`src/rtl/control_seq.sv`:
```
// control_seq: instruction sequencer with FETCH/EXEC/WAIT/HALT states and memory wait stretching
module control_seq #(
   parameter int MEM_WAIT = 0,
   parameter bit ENABLE_HALT = 1
) (
   input  logic       clk,
   input  logic       reset_n,
   input  logic       run,
   input  logic [7:0] mem_data,
   input  logic       alu_zero,
   input  logic       alu_carry,
   output logic       load_ir,
   output logic       load_pc,
   output logic       load_a,
   output logic       load_b,
   output logic       load_x,
   output logic       do_out,
   output logic       store_mem,
   output logic       assert_m,
   output logic       assert_e,
   output logic       assert_a,
   output logic       assert_x,
   output logic       immediate,
   output logic       do_subtract,
   output logic       do_jump,
   output logic       pc_inc,
   output logic [1:0] phase,
   output logic       halted
);
   typedef enum logic [1:0] {FETCH = 2'd0, EXEC = 2'd1, MWAIT = 2'd2, HALT = 2'd3} state_t;
   state_t state;
   logic [7:0] irQ;
   logic zeroQ, carryQ;
   logic [2:0] waitCnt;
   logic [1:0] src;
   logic [2:0] dest;
   logic isHalt, isMem, stretch, fetch, active, lastCyc, commit, jumpCtl;
   assign src = irQ[5:4];
   assign dest = irQ[3:1];
   assign isHalt = ENABLE_HALT && dest == 3'd7;
   assign isMem = src == 2'd0 || dest == 3'd5;
   assign stretch = isMem && MEM_WAIT != 0;
   assign fetch = state == FETCH && run && reset_n;
   assign active = (state == EXEC || state == MWAIT) && !isHalt;
   assign lastCyc = state == EXEC ? !stretch : waitCnt <= 3'd1;
   assign commit = active && lastCyc;
   assign jumpCtl = (irQ[6] && zeroQ) || (irQ[7] && carryQ) || (irQ[6] && irQ[7]);
   assign do_jump = commit && dest == 3'd1 && jumpCtl;
   assign load_pc = do_jump;
   assign load_a = commit && dest == 3'd2;
   assign load_x = commit && dest == 3'd3;
   assign load_b = commit && dest == 3'd4;
   assign store_mem = commit && dest == 3'd5;
   assign do_out = commit && dest == 3'd6;
   assign load_ir = fetch;
   assign assert_m = fetch || (active && src == 2'd0);
   assign assert_e = active && src == 2'd1;
   assign assert_a = active && src == 2'd2;
   assign assert_x = active && src == 2'd3;
   assign immediate = active && !irQ[0];
   assign do_subtract = active && irQ[6];
   assign pc_inc = fetch || (commit && !irQ[0] && isMem && !do_jump);
   assign phase = state;
   assign halted = state == HALT;
   always_ff @(posedge clk or negedge reset_n) begin
      if (!reset_n) begin
         state <= FETCH;
         irQ <= 8'h00;
         zeroQ <= 1'b0;
         carryQ <= 1'b0;
         waitCnt <= 3'd0;
      end else begin
         if (load_a) begin
            zeroQ <= alu_zero;
            carryQ <= alu_carry;
         end
         case (state)
            FETCH: if (run) begin
               irQ <= mem_data;
               state <= EXEC;
            end
            EXEC: begin
               waitCnt <= 3'(MEM_WAIT);
               state <= isHalt ? HALT : stretch ? MWAIT : FETCH;
            end
            MWAIT: if (waitCnt <= 3'd1) state <= FETCH; else waitCnt <= waitCnt - 3'd1;
            default: state <= HALT;
         endcase
      end
   end
endmodule
```
`config.mk`:
```
export PLATFORM = sky130hd
export DESIGN_NAME = control_seq
export DESIGN_NICKNAME = d
export VERILOG_FILES = /design/src/rtl/control_seq.sv
export SDC_FILE = /design/constraint.sdc
export NUM_CORES = 1
export LEC_CHECK = 0
export ABC_AREA = 1
export ABC_CLOCK_PERIOD_IN_PS = 4200
export CAP_MARGIN = 10
export CELL_PAD_IN_SITES_DETAIL_PLACEMENT = 0
export CELL_PAD_IN_SITES_GLOBAL_PLACEMENT = 2
export CORE_AREA = 3 3 64 66
export DETAILED_ROUTE_END_ITERATION = 10
export DIE_AREA = 0 0 67 69
export HOLD_SLACK_MARGIN = 0.15
export PLACE_DENSITY = 0.92
export SLEW_MARGIN = 25
export SYNTH_ARGS = -nofsm -noshare
export SYNTH_HDL_FRONTEND = slang
export SYNTH_SLANG_ARGS = --single-unit
```
`constraint.sdc`:
```
create_clock -name clk -period 4.2 [get_ports clk]
set_clock_uncertainty 0.1 [all_clocks]
set_input_delay 0.63 -clock clk [delete_from_list [all_inputs] [get_ports clk]]
set_output_delay 0.63 -clock clk [all_outputs]
set_load 0.01 [all_outputs]
```
=== Word level (Yosys, flattened, before mapping) ===
Cells that the tools add are included.

* Register bits after elaboration: 15
* Bits in latches: 0
* RAM bits: 0
* Bits in read-only memories: 0
* Input bits: 13
* Output and inout port bits: 18
* Logic and storage cells: 68
* Memories kept: 0

* Add/sub/neg operators: 1
* Multipliers: 0
* Divide/modulo/power cells: 0
* Order comparisons: 1
* Eq/ne operators: 16
* Shifts and indexed selects: 0
* Muxes and demuxes: 7
* Bitwise logic cells: 0
* Reduce and logical (&&, ||, !) cells: 38

{| class="wikitable"
|+ Operators by type and width
! cell !! number
|-
| $logic_and A1 B1 Y1 || 23
|-
| $eq A3 B3 Y1 const B || 4
|-
| $eq A2 B2 Y1 const B || 4
|-
| $eq A3 B2 Y1 const B || 2
|-
| $logic_or A1 B1 Y1 || 6
|-
| $mux W2 || 3
|-
| $pmux W2 S3 || 1
|-
| $pmux W3 S2 || 1
|-
| $reduce_and A2 Y1 || 3
|-
| $eq A2 B1 Y1 const B || 2
|-
| $logic_not A2 Y1 || 2
|-
| $ne A2 B2 Y1 const B || 2
|-
| $eq A3 B1 Y1 const B || 1
|-
| $le A3 B1 Y1 const B || 1
|-
| $logic_not A1 Y1 || 3
|-
| $mux W3 || 1
|-
| $sub A3 B1 Y3 const B || 1
|-
| $ne A2 B1 Y1 const B || 1
|-
| $reduce_bool A2 Y1 || 1
|-
| $mux W1 || 1
|}

=== Logic depth before layout (Yosys ltp) ===
Gate-level depths: netlist of run 1.

* Depth after elaboration: 9
* Depth in mapped cells: 8
* Depth with buffers taken out: 8

=== Worst setup path after synthesis of run 1 ===
No wires, ideal clock.

* Path kind: register -> output
* Start: register state[0] (netlist: phase[0])
* End: output do_out
* Arrival: 1.311 ns
* Slack: 2.159 ns
* Cell stages (with the launch flop): 7
* Buffers on the path: 0
* Cells stage by stage: dfrtp_1 -> inv_1 -> ha_1 -> nand2_4 -> inv_4 -> nand2_1 -> nor3_1

* Cells in the longest elaborated chain, start to end: 5
* Elaborated cells on any way between the ends: 7

{| class="wikitable"
|+ Ends and longest elaborated chain
! element !! RTL line !! source
|-
| start, declared || 31 || <nowiki>state_t state;</nowiki>
|-
| start signal, assigned || 84 || <nowiki>state <= isHalt ? HALT : stretch ? MWAIT : FETCH;</nowiki>
|-
| $eq A2 B1 Y1 / $eq A2 B2 Y1 (equally long branches) || 44, 45 ||
|-
| $logic_or A1 B1 Y1 || 44 || <nowiki>assign active = (state == EXEC || state == MWAIT) && !isHalt;</nowiki>
|-
| $logic_and A1 B1 Y1 || 44 ||
|-
| $logic_and A1 B1 Y1 (*) || 46 || <nowiki>assign commit = active && lastCyc;</nowiki>
|-
| $logic_and A1 B1 Y1 (*) || 54 || <nowiki>assign do_out = commit && dest == 3'd6;</nowiki>
|-
| end, declared || 17 || <nowiki>output logic do_out,</nowiki>
|}

Every way passes the cells marked *; elsewhere a longest branch is shown, timed or not.

=== Worst setup path after layout of run 1 ===
* Start: input run
* End: output assert_m

* Cells in the longest elaborated chain, start to end: 3

{| class="wikitable"
|+ Ends and longest elaborated chain
! element !! RTL line !! source
|-
| start, declared || 8 || <nowiki>input logic run,</nowiki>
|-
| $logic_and A1 B1 Y1 (2 in a row) || 43 || <nowiki>assign fetch = state == FETCH && run && reset_n;</nowiki>
|-
| $logic_or A1 B1 Y1 || 56 || <nowiki>assign assert_m = fetch || (active && src == 2'd0);</nowiki>
|-
| end, declared || 19 || <nowiki>output logic assert_m,</nowiki>
|}

No other way between the ends.

==> metrics.txt, run 1 <==
worst path required time ~3.5 ns; DR vias 869; CTS Hold Buffers Added 0; Setup-failing EPs final 0; Mapped Area 923 um2; critical path, cell by cell clkdlybuf4s50_1 > nand2_1 > nor2_1 > inv_1 > o31ai_1 > clkdlybuf4s50_1; Tcrit/Tclk final 73.3%; first-pass GRT wire length 3680 um; Psw 404 uW; Post-DP HPWL 1770 um; Synthesis Warnings 0; Root Buffer clkbuf_8; largest net degree at the start of global routing 18; CP endpoint assert_m; Worst Tran Pin Value around 0.50 ns; Clock power frac 12.7%; Peak VDD IR 0.000203 V; syn_nets 142; core footprint 0.00363 mm2; CP max FO 17; initial antenna violation count 0; critical path class in2out; final-stage net count 176; die width 67 um; RSZ-0062 raised after global routing no; Cells after Synth roughly 120; slowest CP cell clkdlybuf4s50_1; number of top-level pins 31; Int Pwr approximately 510 uW; die area 0.00462 mm2; Ant. Diodes 0; vias in the first global route 824; data arrival time of the critical path 2.35 ns; Leak between 0.6 and 0.7 nW; Total Routed Length 2090 um; vias per inst roughly 4.3; Max-Cap Viols 0; area growth from synthesis to layout 43.4%; CTS H-tree depth 1; DIE HEIGHT 69 um; Final Max Slew Viols 0; endpoint class of the critical path primary output; WL/cell between 10 and 15 um; post-route ant nets 0; fin crit period 3.08 ns; pre-CTS WS ~1.1 ns; CP peak stage delay roughly 0.57 ns; Cell variety after synth 21; Clock Sinks 15; # resized after CTS 0; setup TNS 0 ns; Clock Latency Late Sink 0.24 ns; top post-synthesis cells by area dfrtp_1 (41%), inv_1 (9.8%), ha_1 (8.1%); Initial Utilization 25.4%; Combinational Power Share 57.5%; Seq/Total Area, Yosys 40.7%; crit path launch run; First DRT Iteration DRCs 13; Max transition margin 66.9%; worst reg2reg endpoint irQ[1]; DRC violations left 0; Hold/Removal Path Class reg2reg; clk buf depth 2; worst r2r path cells 5; input/output buffers 30; Synth Register Bits 15; Switching Share 44.2%; Hold Slack a little under 0.4 ns; worst r2r src phase[0]; Setup WS post-layout 1.12 ns; outcome finished, final reports clean; CTS tree yes; CTS Buf Count 3; clock-pin slew on the worst setup and hold paths 0.06 ns; CP startpoint kind input port; DR pass1 iterations 4; Setup Buffers After CTS 0; Power Dens Cells slightly below 700 mW/mm2; overall routing resource usage roughly 10%; Power, Total 914 uW; Yosys top cell area share 40.7%; share of cells above drive strength 1 approximately 8.3%; Fmax 325 MHz; Critical Path Most Common Cell clkdlybuf4s50_1; GRT overflow 0; Final GP Congestion 0.671; row cnt 22; area leader, netlist dfrtp_1; FF-to-FF setup slack ~2.7 ns; syn_area_per_cell around 7.5 um2; final hold violation count 0; sequential share of power approximately 30%
-- cell usage after synthesis (all sizes together) --
cell type and count:
inv 26, nand2 22, nor2 17, dfrtp 15, nand3 11, a21oi 8, o21ai 8, ha 6
nor3 4, buf 2, o22ai 1, o31ai 1, or2 1, xor2 1
-- per-layer routing --
metal / part of all wire (%) / global-route usage [%] / routed length [um] / up-vias
li1: - / - / - / 445
met5: 0 / 0 / 0 / -
met3: 4.9 / 1.79 / 103 / 4
met1: 46 / 13.8 / 957 / 391
met4: 1.9 / 4.73 / 40 / 0
met2: 47 / 15.3 / 987 / 29
-- sequential cells by signal, indices dropped and copies added (netlist names) --
| register | count |
|---|---|
| irQ | 8 |
| waitCnt | 3 |
| phase | 2 |
| carryQ | 1 |
| zeroQ | 1 |
-- cell usage in the layout (no fill, tap or decap), drive strengths merged --
cell type / n
o22ai: 1
o31ai: 1
nor2: 17
nor3: 4
ha: 6
inv: 26
clkbuf: 4
a21oi: 8
dfrtp: 15
clkdlybuf4s50: 30
xor2: 1
nand3: 11
or2: 1
buf: 1
nand2: 22
o21ai: 8
-- logic make-up after synthesis --
| logic type | share of synthesized area [%] |
|---|---|
| DFF | 40.7 |
| adders and majority gates | 8.13 |
| buffers and inverters | 12.2 |
| AOI/OAI and AO/OA | 10.2 |
| and+or+nand+nor | 27.9 |
| xor gates and xnor gates | 0.949 |
-- power groups by stage --
stage / sequential (mW) / combinational (mW) / clock (mW)
3_3_place_gp: 0.272 / 0.526 / 0
2_1_floorplan: 0.263 / 0.340 / 0
5_1_grt: 0.284 / 0.601 / 0.128
3_5_place_dp: 0.276 / 0.534 / 0
6_report: 0.272 / 0.526 / 0.116
4_1_cts: 0.273 / 0.537 / 0.119
-- per-stage QoR --
stage / instance area, um2 / utilization (%) / std cells
floorplan: 923 / - / 123
global placement: 1280 / 35.2 / 200
global route: 1320 / 36.4 / 204
detailed placement: 1280 / 35.2 / 200
CTS: 1320 / 36.4 / 204
finish: 1320 / 36.4 / 204
-- worst max-delay path, delay by kind of cell --
| family | cells | cell delay [ns] |
|---|---|---|
| AND/OR/NAND/NOR | 2 | 0.54 |
| buffers and inverters | 3 | 1.11 |
| AO/OA/AOI/OAI | 1 | 0.06 |
-- worst min-delay path by stage --
stage	end	cells past startpoint	from	slack, ns
finish	carryQ	2	carryQ	0.40
CTS	carryQ	2	carryQ	0.40
floorplan	carryQ	0	reset_n	0.23
detailed placement	carryQ	2	carryQ	0.39
global route	carryQ	2	carryQ	0.43
global placement	carryQ	2	carryQ	0.38
-- final cells by class --
type	count	area, um2
fill	425	2310
timing repair buffer	31	308
sequential	15	375
inverter	26	100
multi-input combinational	80	435
tap	48	60.1
clock buffer	4	45.0
Power figures use the tool's default switching activity.
==> run 2: changes to the inputs <==
- ABC_CLOCK_PERIOD_IN_PS: 4200 -> 3200
- CORE_AREA: 3 3 64 66 -> 3 3 67 69
- DIE_AREA: 0 0 67 69 -> 0 0 70 72
- PLACE_DENSITY: 0.92 -> 0.86
- clock period: 4.2 -> 3.2 ns (I/O delays scaled with it)
==> run 2 against run 1 <==
  * Clock-buffer cell count down 1
  * Critical endpoint is now do_out
  * Largest cell class unchanged
  * Critical path type is now reg2out
  * Global-route usage shrank 0.55 points
  * Die area grew 9.0%
==> metrics.txt, run 2 (synthesis gave the netlist of run 1 again) <==
outcome finished, final reports clean; Final Max Slew Viols 0 (unchanged); Post-DP HPWL 1850 um (+4.3%); Ant. Diodes 0 (unchanged); CTS Buf Count 3 (unchanged); DR vias 857 (-1.4%); share of cells above drive strength 1 9.55% (+1.2 points); met2 global-route usage 16.2% (+0.88 points); # resized after CTS 0 (unchanged); die width 70 um (+4.5%); max reg flops 8 (unchanged); Clock Latency Late Sink 0.25 ns (about the same); worst r2r src phase[0]; CTS Hold Buffers Added 0 (unchanged); endpoint class of the critical path primary output; critical path class reg2out; HP Start carryQ; fin crit period 2.67 ns; Total Routed Length 2270 um (+8.8%); first-pass GRT wire length 3930 um (+7.0%); Clock Sinks 15 (unchanged); largest net degree at the start of global routing 17 (-1); CP max FO 6 (-11); area growth from synthesis to layout 44.6%; initial antenna violation count 0 (unchanged); WL/cell 11.0 um (+7.2%); critical path, cell by cell inv_1 > ha_1 > nand2_4 > inv_4 > nand2_1 > nor3_1 > clkdlybuf4s50_1; setup TNS 0 ns (unchanged); clock-pin slew on the worst setup and hold paths 0.06 ns (about the same); slowest CP cell clkdlybuf4s50_1; Hold/Removal Path Class reg2reg; Max-Cap Viols 0 (unchanged); most frequent cells in the layout clkdlybuf4s50_1 (30), inv_1 (24), nand2_1 (20), nor2_1 (17), dfrtp_1 (15); # fillers 426 (+0.24%); Root Buffer clkbuf_8; DIE HEIGHT 72 um (+4.3%); row cnt 23 (+4.5%); DR pass1 iterations 4 (unchanged); clk buf depth 2 (unchanged); data arrival time of the critical path 2.09 ns (-0.26 ns); core footprint 0.00397 mm2 (+9.3%); First DRT Iteration DRCs 29 (+16); die area 0.00504 mm2 (+9.0%); GR Util met1 12.4% (-1.4 points); Leak 0.650 nW (+1.1%); pre-CTS WS 0.743 ns (-0.370 ns); Tcrit/Tclk final 83.5%; CP peak stage delay 0.56 ns (about the same); number of top-level pins 31 (unchanged); vias per inst 4.14 (-2.8%); post-route ant nets 0 (unchanged); Top reg by flops irQ; Critical Path Stages 7 (+1); worst r2r path cells 6 (+1); family with the most delay on the worst path buffers and inverters; Worst Tran Pin Value 0.256 ns (-0.240 ns); CP startpoint kind flip-flop; final-stage net count 177 (+0.57%); worst reg2reg endpoint waitCnt[2]; Power Dens Cells 909 mW/mm2 (+32%); final hold violation count 0 (unchanged); Reg area 375 um2 (unchanged); Final GP Congestion 0.769 (+14%); FF-to-FF setup slack 1.70 ns (-0.97 ns); Initial Utilization 23.3% (-2.2 points); Hold Path Depth 2 (unchanged); Util after Layout 33.6% (-2.8 points); RSZ-0062 raised after global routing no; multi-input logic area 435 um2 (unchanged); commonest non-fill, non-tap cell in the layout clkdlybuf4s50_1; busiest layer in global routing met2; Fmax around 370 MHz; CP bufs+invs 3 (unchanged); CTS tree yes; Peak VDD IR 0.000300 V (+48%); overall routing resource usage 9.57% (-0.55 points); vias in the first global route 899 (+9.1%); Max transition margin 82.8% (+16 points); grt met3 use 1.80% (+0.0090 points); Setup Buffers After CTS 0 (unchanged); CTS H-tree depth 1 (unchanged); Hold Path End carryQ; DRC violations left 0 (unchanged); GRT overflow 0 (unchanged); Setup-failing EPs final 0 (unchanged); worst path required time 2.62 ns (-0.85 ns); input/output buffers 30 (unchanged); Setup WS post-layout 0.530 ns (-0.591 ns)
-- run 2: cell type report --
class                      instances  share of cell area, %
clock buffer                       3                   3.09
sequential                        15                   28.1
inverter                          26                   7.50
timing repair buffer              32                   23.6
tap                               50                   4.69
multi-input combinational         80                   32.6
clock inverter                     1                  0.375
-- run 2: metrics by stage --
stage	power [mW]	hold slack, ns	area (um2)	cells
after floorplan	0.791	0.0844	923	123
after global placement	1.05	0.370	1290	203
after detailed placement	1.07	0.381	1290	203
after CTS	1.23	0.398	1340	207
after global routing	1.34	0.427	1340	207
final	1.21	0.395	1340	207
-- run 2: worst min-delay path: stages, from the launching register on --
cell,delay (ns)
dfrtp_1,0.35
nand2_1,0.05
o21ai_0,0.06
-- run 2: where the power goes --
group	total [mW]	leakage, nW	switching, mW	internal, mW
registers	0.354	0.177	0.0760	0.278
clock network	0.155	0.0255	0.0689	0.0862
logic	0.704	0.447	0.396	0.308
total	1.21	0.650	0.541	0.672
-- run 2: how the worst max path moves through the flow --
| stage | startpoint | end | slack (ns) |
|---|---|---|---|
| after floorplan | phase[0] | do_out | 1.31 |
| after global placement | run | assert_m | 0.74 |
| after detailed placement | run | assert_m | 0.74 |
| after CTS | phase[0] | do_out | 0.51 |
| after global routing | phase[0] | do_out | 0.36 |
| final | phase[0] | do_out | 0.53 |
-- run 2: per-layer routing --
metal | routed length [um] | share of wire [%]
met1 | 1090 | 48
met5 | 0 | 0
met3 | 89 | 3.9
met2 | 1070 | 47
met4 | 14 | 0.62
==> run 3: changes to the inputs <==
- ABC_CLOCK_PERIOD_IN_PS: 3200 -> 2200
- CORE_AREA: 3 3 67 69 -> 3 3 69 71
- DIE_AREA: 0 0 70 72 -> 0 0 72 74
- PLACE_DENSITY: 0.86 -> 0.85
- clock period: 3.2 -> 2.2 ns (I/O delays scaled with it)
==> run 3 against run 2 <==
  * First-iteration DRC count is 17% higher
  * Power increased by 46%
  * Final cell count rose by 3.4%
  * Setup slack worse by 0.43 ns
  * Hold slack got worse by 0.057 ns
  * Non-clock buffer count grew 5
  * Combinational power increased by 48%
  * Clock power increased by 43%
==> metrics.txt, run 3 (synthesis gave the netlist of run 1 again) <==
DIE HEIGHT 74 um (+2.8%); clk buf depth 2 (unchanged); Setup-failing EPs final 0 (unchanged); Final GP Congestion 0.821 (+6.8%); vias in the first global route 944 (+5.0%); CTS tree yes; share of cells above drive strength 1 18.5% (+9.0 points); CTS Buf Count 3 (unchanged); final hold violation count 0 (unchanged); Util after Layout 31.5% (-2.1 points); Hold Slack 0.338 ns (-0.0571 ns); initial antenna violation count 0 (unchanged); largest net degree at the start of global routing 17 (unchanged); WL/cell 10.9 um (-0.76%); die area 0.00533 mm2 (+5.7%); area growth from synthesis to layout 46.6%; Setup Buffers After CTS 0 (unchanged); Fmax 477 MHz; core footprint 0.00429 mm2 (+8.1%); fin crit period about 2.1 ns; input/output buffers 30 (unchanged); Clock Latency Late Sink 0.24 ns (about the same); first-pass GRT wire length 4000 um (+1.6%); vias per inst 4.23 (+2.3%); CTS H-tree depth 1 (unchanged); worst path required time 1.77 ns (-0.85 ns); outcome finished, final reports clean; critical path class reg2out; clock-pin slew on the worst setup and hold paths 0.06 ns (about the same); commonest non-fill, non-tap cell in the layout inv_1; Power Dens Cells 1310 mW/mm2 (+44%); Top reg by flops irQ; worst r2r path cells 6 (unchanged); max reg flops 8 (unchanged); Worst Tran Pin Value 0.221 ns (-0.0353 ns); RSZ-0062 raised after global routing yes; setup TNS 0 ns (unchanged); DRC violations left 0 (unchanged); First DRT Iteration DRCs 34 (+17%); worst reg2reg endpoint waitCnt[2]; data arrival time of the critical path 1.67 ns (-0.42 ns); row cnt 24 (+4.3%); die width 72 um (+2.9%); Max-Cap Viols 0 (unchanged); GRT overflow 0 (unchanged); Leak 0.713 nW (+9.8%); Ant. Diodes 0 (unchanged); CP max FO 6 (unchanged); worst r2r src phase[1]; FF-to-FF setup slack 0.74 ns (-0.96 ns); Max transition margin 85.1% (+2.4 points); endpoint class of the critical path primary output; Peak VDD IR 0.000402 V (+34%); Tcrit/Tclk final 95.4%; post-route ant nets 0 (unchanged); number of top-level pins 31 (unchanged); DR vias 906 (+5.7%); DR pass1 iterations 4 (unchanged); Root Buffer clkbuf_8; overall routing resource usage 9.42% (-0.15 points); Post-DP HPWL 1900 um (+2.8%); final-stage net count 182 (+2.8%); most frequent cells in the layout inv_1 (24), nand2_1 (20), nor2_1 (16), dfrtp_1 (15), clkdlybuf4s50_1 (15); Total Routed Length 2330 um (+2.6%); CP startpoint kind flip-flop; Clock Sinks 15 (unchanged); Hold/Removal Path Class in2async; Initial Utilization 21.5% (-1.7 points); Final Max Slew Viols 0 (unchanged)
[run 3: cell count changes in the layout (fill, tap and decap cells not counted), sizes merged]
| cell | delta |
|---|---|
| clkdlybuf4s50 | -15 |
| buf | +6 |
| dlygate4sd2 | +7 |
| clkbuf | +5 |
| clkdlybuf4s15 | +2 |
[run 3: worst max-delay path, cell delays in order (launching register included)]
cell and delay [ns]:
dfrtp_1 0.37, inv_1 0.07, ha_2 0.33, nand2_4 0.08, inv_4 0.08, nand2_1 0.12
nor2_1 0.12, clkdlybuf4s15_1 0.24
[run 3: layout make-up]
type,instances,area (um2)
Clock buffer,3,41.3
Clock inverter,1,5.00
Fill cell,469,2940
Inverter,26,100
Multi-Input combinational cell,80,450
Sequential cell,15,375
Tap cell,52,65.1
Timing Repair Buffer,37,317
[run 3: worst max-delay path by stage]
stage                   from   endpoint  cells past startpoint
floorplan           phase[0]     do_out                      6
global placement         run   assert_m                      6
detailed placement       run   assert_m                      6
CTS                 phase[0]    load_pc                      8
global route        phase[0]  store_mem                      7
finish              phase[0]  store_mem                      7
[run 3: per-stage QoR]
stage	total power, mW	cell area (um2)	std cells	setup slack, ns
finish	1.77	1350	214	0.102
floorplan	1.15	923	123	0.459
detailed placement	1.61	1330	210	-0.0814
global route	1.95	1350	214	-0.00287
global placement	1.58	1330	210	-0.0840
CTS	1.78	1360	214	0.00762
[run 3: what timing repair did]
item / CTS / global route
gates resized for setup: 17 / 14
endpoints found under the setup margin: 15 / 7
gates cloned: 0 / 0
hold endpoints to repair: 0 / 0
hold buffers: 0 / 0
pin swaps: 0 / 0
[run 3: layer usage]
metal  GRT usage, %  part of all wire (%)  wire length, um  vias up
li1               -                     -                -      459
met1           11.5                    47             1090      425
met2           17.0                    48             1130       20
met3          0.946                   3.5               81        2
met4           3.76                   1.3               30        0
met5              0                     0                0        -
[run 3: power by group]
group,switching [mW],internal (mW)
Combinational,0.610,0.431
Clock,0.0958,0.125
Sequential,0.105,0.405
Total,0.811,0.961
